$ cat config.mk
export PLATFORM = sky130hd
export DESIGN_NAME = uart_terminal_ctrl
export DESIGN_NICKNAME = d
export VERILOG_FILES = /design/src/rtl/uart_terminal_ctrl.sv
export SDC_FILE = /design/constraint.sdc
export NUM_CORES = 1
export LEC_CHECK = 0
export CAP_MARGIN = 10
export CORE_MARGIN = 1.5
export CORE_UTILIZATION = 49
export DETAILED_ROUTE_END_ITERATION = 16
export GPL_TIMING_DRIVEN = 0
export PLACE_DENSITY = 0.8
export SETUP_SLACK_MARGIN = 0.3
export SLEW_MARGIN = 15
export SYNTH_ARGS = -nofsm -noshare
export SYNTH_HDL_FRONTEND = slang
export SYNTH_SLANG_ARGS = --single-unit
$ cat constraint.sdc
create_clock -name clk -period 2 [get_ports clk]
set_input_delay 0.3 -clock clk [delete_from_list [all_inputs] [get_ports clk]]
set_output_delay 0.3 -clock clk [all_outputs]
set_load 0.02 [all_outputs]
$ cat src/rtl/uart_terminal_ctrl.sv
// Byte-level terminal controller between the uart core FIFO ports and the board UI.
// Received bytes are popped into a shifting display history and optionally echoed back,
// with CR expanded to CR LF. One user byte can be queued for transmission; a second send
// while that byte is still waiting is discarded and flagged.
module uart_terminal_ctrl #(
   parameter int unsigned DBIT  = 8,
   parameter int unsigned NHIST = 4,
   parameter int unsigned CNT_W = 16,
   parameter int unsigned CR_LF = 1
) (
   input  logic                  clk,
   input  logic                  reset_n,
   input  logic                  echo_en,
   input  logic                  clear,
   input  logic [DBIT-1:0]       user_data,
   input  logic                  user_send,
   input  logic [DBIT-1:0]       rx_data,
   input  logic                  rx_empty,
   output logic                  rd_uart,
   output logic [DBIT-1:0]       tx_data,
   input  logic                  tx_full,
   output logic                  wr_uart,
   output logic [NHIST*DBIT-1:0] hist,
   output logic [NHIST-1:0]      hist_valid,
   output logic [CNT_W-1:0]      rx_count,
   output logic                  user_drop,
   output logic                  busy
);

   localparam int unsigned HistW = NHIST * DBIT;
   localparam logic [DBIT-1:0] ChCr = DBIT'(8'h0D);
   localparam logic [DBIT-1:0] ChLf = DBIT'(8'h0A);

   typedef enum logic [1:0] {
      StIdle,
      StPop,
      StEcho,
      StEchoLf
   } state_e;

   state_e            state_q, state_d;
   logic [DBIT-1:0]   byte_q, byte_d;
   logic [DBIT-1:0]   tx_data_q, tx_data_d;
   logic              user_full_q, user_full_d;
   logic [DBIT-1:0]   user_byte_q, user_byte_d;
   logic              user_sent;
   logic              user_lost;
   logic [HistW-1:0]  hist_q, hist_d;
   logic [NHIST-1:0]  hist_valid_q, hist_valid_d;
   logic [CNT_W-1:0]  rx_count_q, rx_count_d;
   logic              user_drop_q, user_drop_d;

   // Next state, FIFO strobes and TX byte; everything is held off while reset is asserted
   always_comb begin
      state_d   = state_q;
      rd_uart   = 1'b0;
      wr_uart   = 1'b0;
      tx_data_d = tx_data_q;
      user_sent = 1'b0;
      if (reset_n) begin
         unique case (state_q)
            StIdle: begin
               // A user byte, even one arriving this very cycle, wins over RX
               if ((user_full_q || user_send) && !tx_full) begin
                  wr_uart   = 1'b1;
                  user_sent = 1'b1;
                  tx_data_d = user_full_q ? user_byte_q : user_data;
               end else if (!rx_empty) begin
                  state_d = StPop;
               end
            end
            StPop: begin
               // rx_empty cannot normally rise here; guard it so a pop never hits an empty FIFO
               if (!rx_empty) begin
                  rd_uart = 1'b1;
                  state_d = echo_en ? StEcho : StIdle;
               end else begin
                  state_d = StIdle;
               end
            end
            StEcho: begin
               if (!tx_full) begin
                  wr_uart   = 1'b1;
                  tx_data_d = byte_q;
                  state_d   = ((CR_LF != 0) && (byte_q == ChCr)) ? StEchoLf : StIdle;
               end
            end
            StEchoLf: begin
               if (!tx_full) begin
                  wr_uart   = 1'b1;
                  tx_data_d = ChLf;
                  state_d   = StIdle;
               end
            end
            default: state_d = StIdle;
         endcase
      end
   end

   // Single-entry user buffer: capture, bypass straight to TX, or drop
   always_comb begin
      user_full_d = user_full_q;
      user_byte_d = user_byte_q;
      user_lost   = 1'b0;
      if (user_sent) begin
         user_full_d = 1'b0;
      end
      if (user_send) begin
         if (user_full_q && !user_sent) begin
            user_lost = 1'b1;
         end else if (user_full_q || !user_sent) begin
            user_full_d = 1'b1;
            user_byte_d = user_data;
         end
         // Empty buffer and sent this cycle: the byte went out directly, nothing to hold
      end
   end

   // Received-byte bookkeeping; clear overrides a simultaneous pop
   always_comb begin
      byte_d       = byte_q;
      hist_d       = hist_q;
      hist_valid_d = hist_valid_q;
      rx_count_d   = rx_count_q;
      user_drop_d  = user_drop_q;
      if (rd_uart) begin
         byte_d       = rx_data;
         hist_d       = {hist_q[HistW-DBIT-1:0], rx_data};
         hist_valid_d = {hist_valid_q[NHIST-2:0], 1'b1};
         rx_count_d   = rx_count_q + CNT_W'(1);
      end
      if (user_lost) begin
         user_drop_d = 1'b1;
      end
      if (clear) begin
         hist_d       = '0;
         hist_valid_d = '0;
         rx_count_d   = '0;
         user_drop_d  = 1'b0;
      end
   end

   // FSM, echo byte and TX data registers
   always_ff @(posedge clk) begin
      if (!reset_n) begin
         state_q   <= StIdle;
         byte_q    <= '0;
         tx_data_q <= '0;
      end else begin
         state_q   <= state_d;
         byte_q    <= byte_d;
         tx_data_q <= tx_data_d;
      end
   end

   // User buffer registers; a pending byte is discarded by reset
   always_ff @(posedge clk) begin
      if (!reset_n) begin
         user_full_q <= 1'b0;
         user_byte_q <= '0;
      end else begin
         user_full_q <= user_full_d;
         user_byte_q <= user_byte_d;
      end
   end

   // History, counter and sticky drop flag registers
   always_ff @(posedge clk) begin
      if (!reset_n) begin
         hist_q       <= '0;
         hist_valid_q <= '0;
         rx_count_q   <= '0;
         user_drop_q  <= 1'b0;
      end else begin
         hist_q       <= hist_d;
         hist_valid_q <= hist_valid_d;
         rx_count_q   <= rx_count_d;
         user_drop_q  <= user_drop_d;
      end
   end

   // tx_data follows the byte being pushed this cycle, otherwise holds the last one
   assign tx_data    = tx_data_d;
   assign hist       = hist_q;
   assign hist_valid = hist_valid_q;
   assign rx_count   = rx_count_q;
   assign user_drop  = user_drop_q;
   assign busy       = (state_q != StIdle);

endmodule

==> reports/metrics.csv <==
metric,value,unit
num ports,87,
gr usage total,0.277,
Static Leak,2.06,nW
most frequent cells in the layout,"nand2_1 (116), dfxtp_1 (73), clkdlybuf4s50_1 (56)",
Most used DFF post-synth,dfxtp_1,
starting density of the core,0.515,
Routed Antenna Nets,0,
pin count of the biggest net entering global routing,16,
Mapped Area,3540,um^2
Worst setup EP type,primary output,
"commonest non-fill, non-tap cell in the layout",nand2_1,
Slew HR,0.551,
measured slew at the worst slew-check pin,0.674,ns
register area share after synthesis,0.453,
Die Wd,88.0,um
clk_skew,0.0109,ns
"wirelength, routed",10800,um
"Async S/R FF share, synth",0,
final worst slack,-0.0954,ns
root buffer cell,clkbuf_8,
core area,6870,um^2
Pwr Total,3.44,mW
yosys warns,0,
status,"finished, violations left",
maximum vdd ir drop,0.497,mV
DRC viols,0,
vias in the first global route,3431,
Post-Synthesis Cells,434,
Final #Nets,579,
number of flops mapped to enable cells by yosys,0,
element type at the critical path start,flip-flop,
FP Rows,30,
RSZ-0062 raised after global routing,true,
WL/cell,16.4,um
ant diodes,0,
grt ovf,0,
HPWL after DPL,7030,um
Area growth syn-to-layout,49.8,%
first drt pass iteration count,5,
Slew Limit Fails,0,
H-tree depth,3,
Unique masters post-synth,43,
via density per instance,5.64,
Seq cells post-synth,80,
Final setup viols,9,
via count,3701,
min cycle time layout,2.10,ns
Routability Congestion,0.961,
Fmax achieved,0.477,GHz
cts hold-fix bufs,0,
"Clk Latency, worst-skew pair",0.35,ns
share of cells above drive strength 1,0.218,
clk sinks,80,
critical path required time,1.70,ns
Fill cells,481,
Die ar.,7740,um^2
crit-path max FO,7,
Syn Area/Cell,8.15,um^2
"Reg clk slew, reported paths",0.09,ns
failing checks,negative setup slack,
Final period util,1.05,
Synthesized Nets,458,
CTS tree,built,
first-pass GRT wire length,16600,um
Iter 0 DRT Violations,294,
Worst Hold Class,flip-flop to flip-flop,
Port Buffers,86,
Final Hold Vio Count,0,
"Core Util, Final",0.772,
CP Data Arrival Time,1.80,ns
clk buf depth,2,
Crit Path Class,flip-flop to primary output,
PwrDens,648,nW/um^2
Num CTS Buffers,9,
Max Cap Viol,0,
initial antenna violation count,0,
Die Y,88.0,um
## cell usage after synthesis (2+ instances only)
master | count | area (um^2)
o21ai_0 | 12 | 60.1
o31ai_1 | 2 | 15.0
nand2b_1 | 2 | 12.5
or4_1 | 3 | 22.5
nand4_1 | 5 | 31.3
nor4_1 | 2 | 12.5
nor2b_1 | 6 | 37.5
o211ai_1 | 5 | 37.5
mux2_2 | 2 | 22.5
a21boi_0 | 13 | 97.6
a22oi_1 | 4 | 30.0
nor3_1 | 4 | 20.0
inv_1 | 8 | 30.0
and4_1 | 2 | 17.5
a21oi_1 | 46 | 230
nor2_1 | 18 | 67.6
xnor2_1 | 7 | 61.3
clkbuf_1 | 26 | 97.6
dfxtp_1 | 80 | 1600
mux2i_1 | 15 | 150
o21ba_2 | 2 | 20.0
a22o_1 | 8 | 70.1
o21a_1 | 4 | 30.0
a2bb2oi_1 | 4 | 35.0
or3_1 | 6 | 37.5
o2bb2ai_1 | 6 | 52.6
nand2_1 | 118 | 443
xor2_1 | 3 | 26.3
a211oi_1 | 3 | 22.5
nand3_1 | 5 | 25.0
## per-layer routing
metal / GRT usage / vias up / routed length (um)
met3: 0.0500 / 40 / 595
met2: 0.462 / 150 / 5370
met1: 0.346 / 1758 / 4460
met4: 0.131 / 0 / 363
met5: 0 / - / 0
li1: - / 1753 / -
## layout make-up
class                   instances  area, um^2  area share
plain buffers                  29         220      0.0415
inverters                       8        35.0     0.00661
well taps                      96         120      0.0227
repair buffers                110        1070       0.201
multi-input cells             317        2030       0.383
flip-flops and latches         80        1620       0.305
clock buffers                  10         138      0.0260
clock inverters                 6        76.3      0.0144
## metrics by stage
step	setup slack (ns)	cell area, um^2	hold WS (ns)	setup TNS (ns)	instances
after detailed placement	-0.983	4570	0.449	-16.41	616
after global routing	-0.140	5300	0.474	-0.942	656
after CTS	-0.0508	5080	0.445	-0.222	647
after floorplan	0.301	3590	0.431	0	434
final	-0.0954	5300	0.459	-0.543	656
after global placement	-0.975	4570	0.440	-14.28	616
## critical path, cell delays in order (launching register included)
cell	delay, ns
dfxtp_4	0.36
clkbuf_16	0.16
o21bai_4	0.17
a21oi_2	0.18
nand2_2	0.12
buf_6	0.14
a22o_1	0.19
buf_6	0.13
## state kept, by name, summed over array words and instances (netlist names)
signal,flops
user_full_q,1
tx_data_q,8
user_byte_q,8
hist_valid,4
rx_count,16
hist,32
state_q,2
user_drop,1
byte_q,8
## report_power, final
part | leakage [nW] | internal [mW] | total, mW | switching, mW
clock network | 0.103 | 0.630 | 1.27 | 0.637
registers | 0.652 | 1.63 | 1.67 | 0.0382
logic | 1.31 | 0.247 | 0.504 | 0.257
total | 2.06 | 2.50 | 3.44 | 0.932
## final timing paths
check	start	endpoint	slack, ns	cells past startpoint
worst min register to register	hist[24]	hist[24]	0.46	2
worst max-delay path	state_q[0]	tx_data[6]	-0.1	7
worst max register to register	state_q[0]	state_q[0]	-0.01	6
worst min-delay path	hist[24]	hist[24]	0.46	2
## kinds of logic (layout without fill, tap and decap cells)
| kind of cell | count (synthesis) | count (layout) | synth area share |
|---|---|---|---|
| DFF | 80 | 80 | 0.453 |
| AOI/OAI and AO/OA | 113 | 113 | 0.207 |
| xor gates and xnor gates | 10 | 10 | 0.0248 |
| adders and majority gates | 1 | 1 | 0.00354 |
| and+or+nand+nor | 176 | 176 | 0.221 |
| muxes | 17 | 17 | 0.0488 |
| buffers and inverters | 37 | 163 | 0.0417 |
## repair_timing
action,4_1_cts,5_1_grt
pin swaps,15,10
gates resized for setup,121,62
setup buffers,15,9
setup endpoints to repair,79,83
Power figures use the tool's default switching activity.
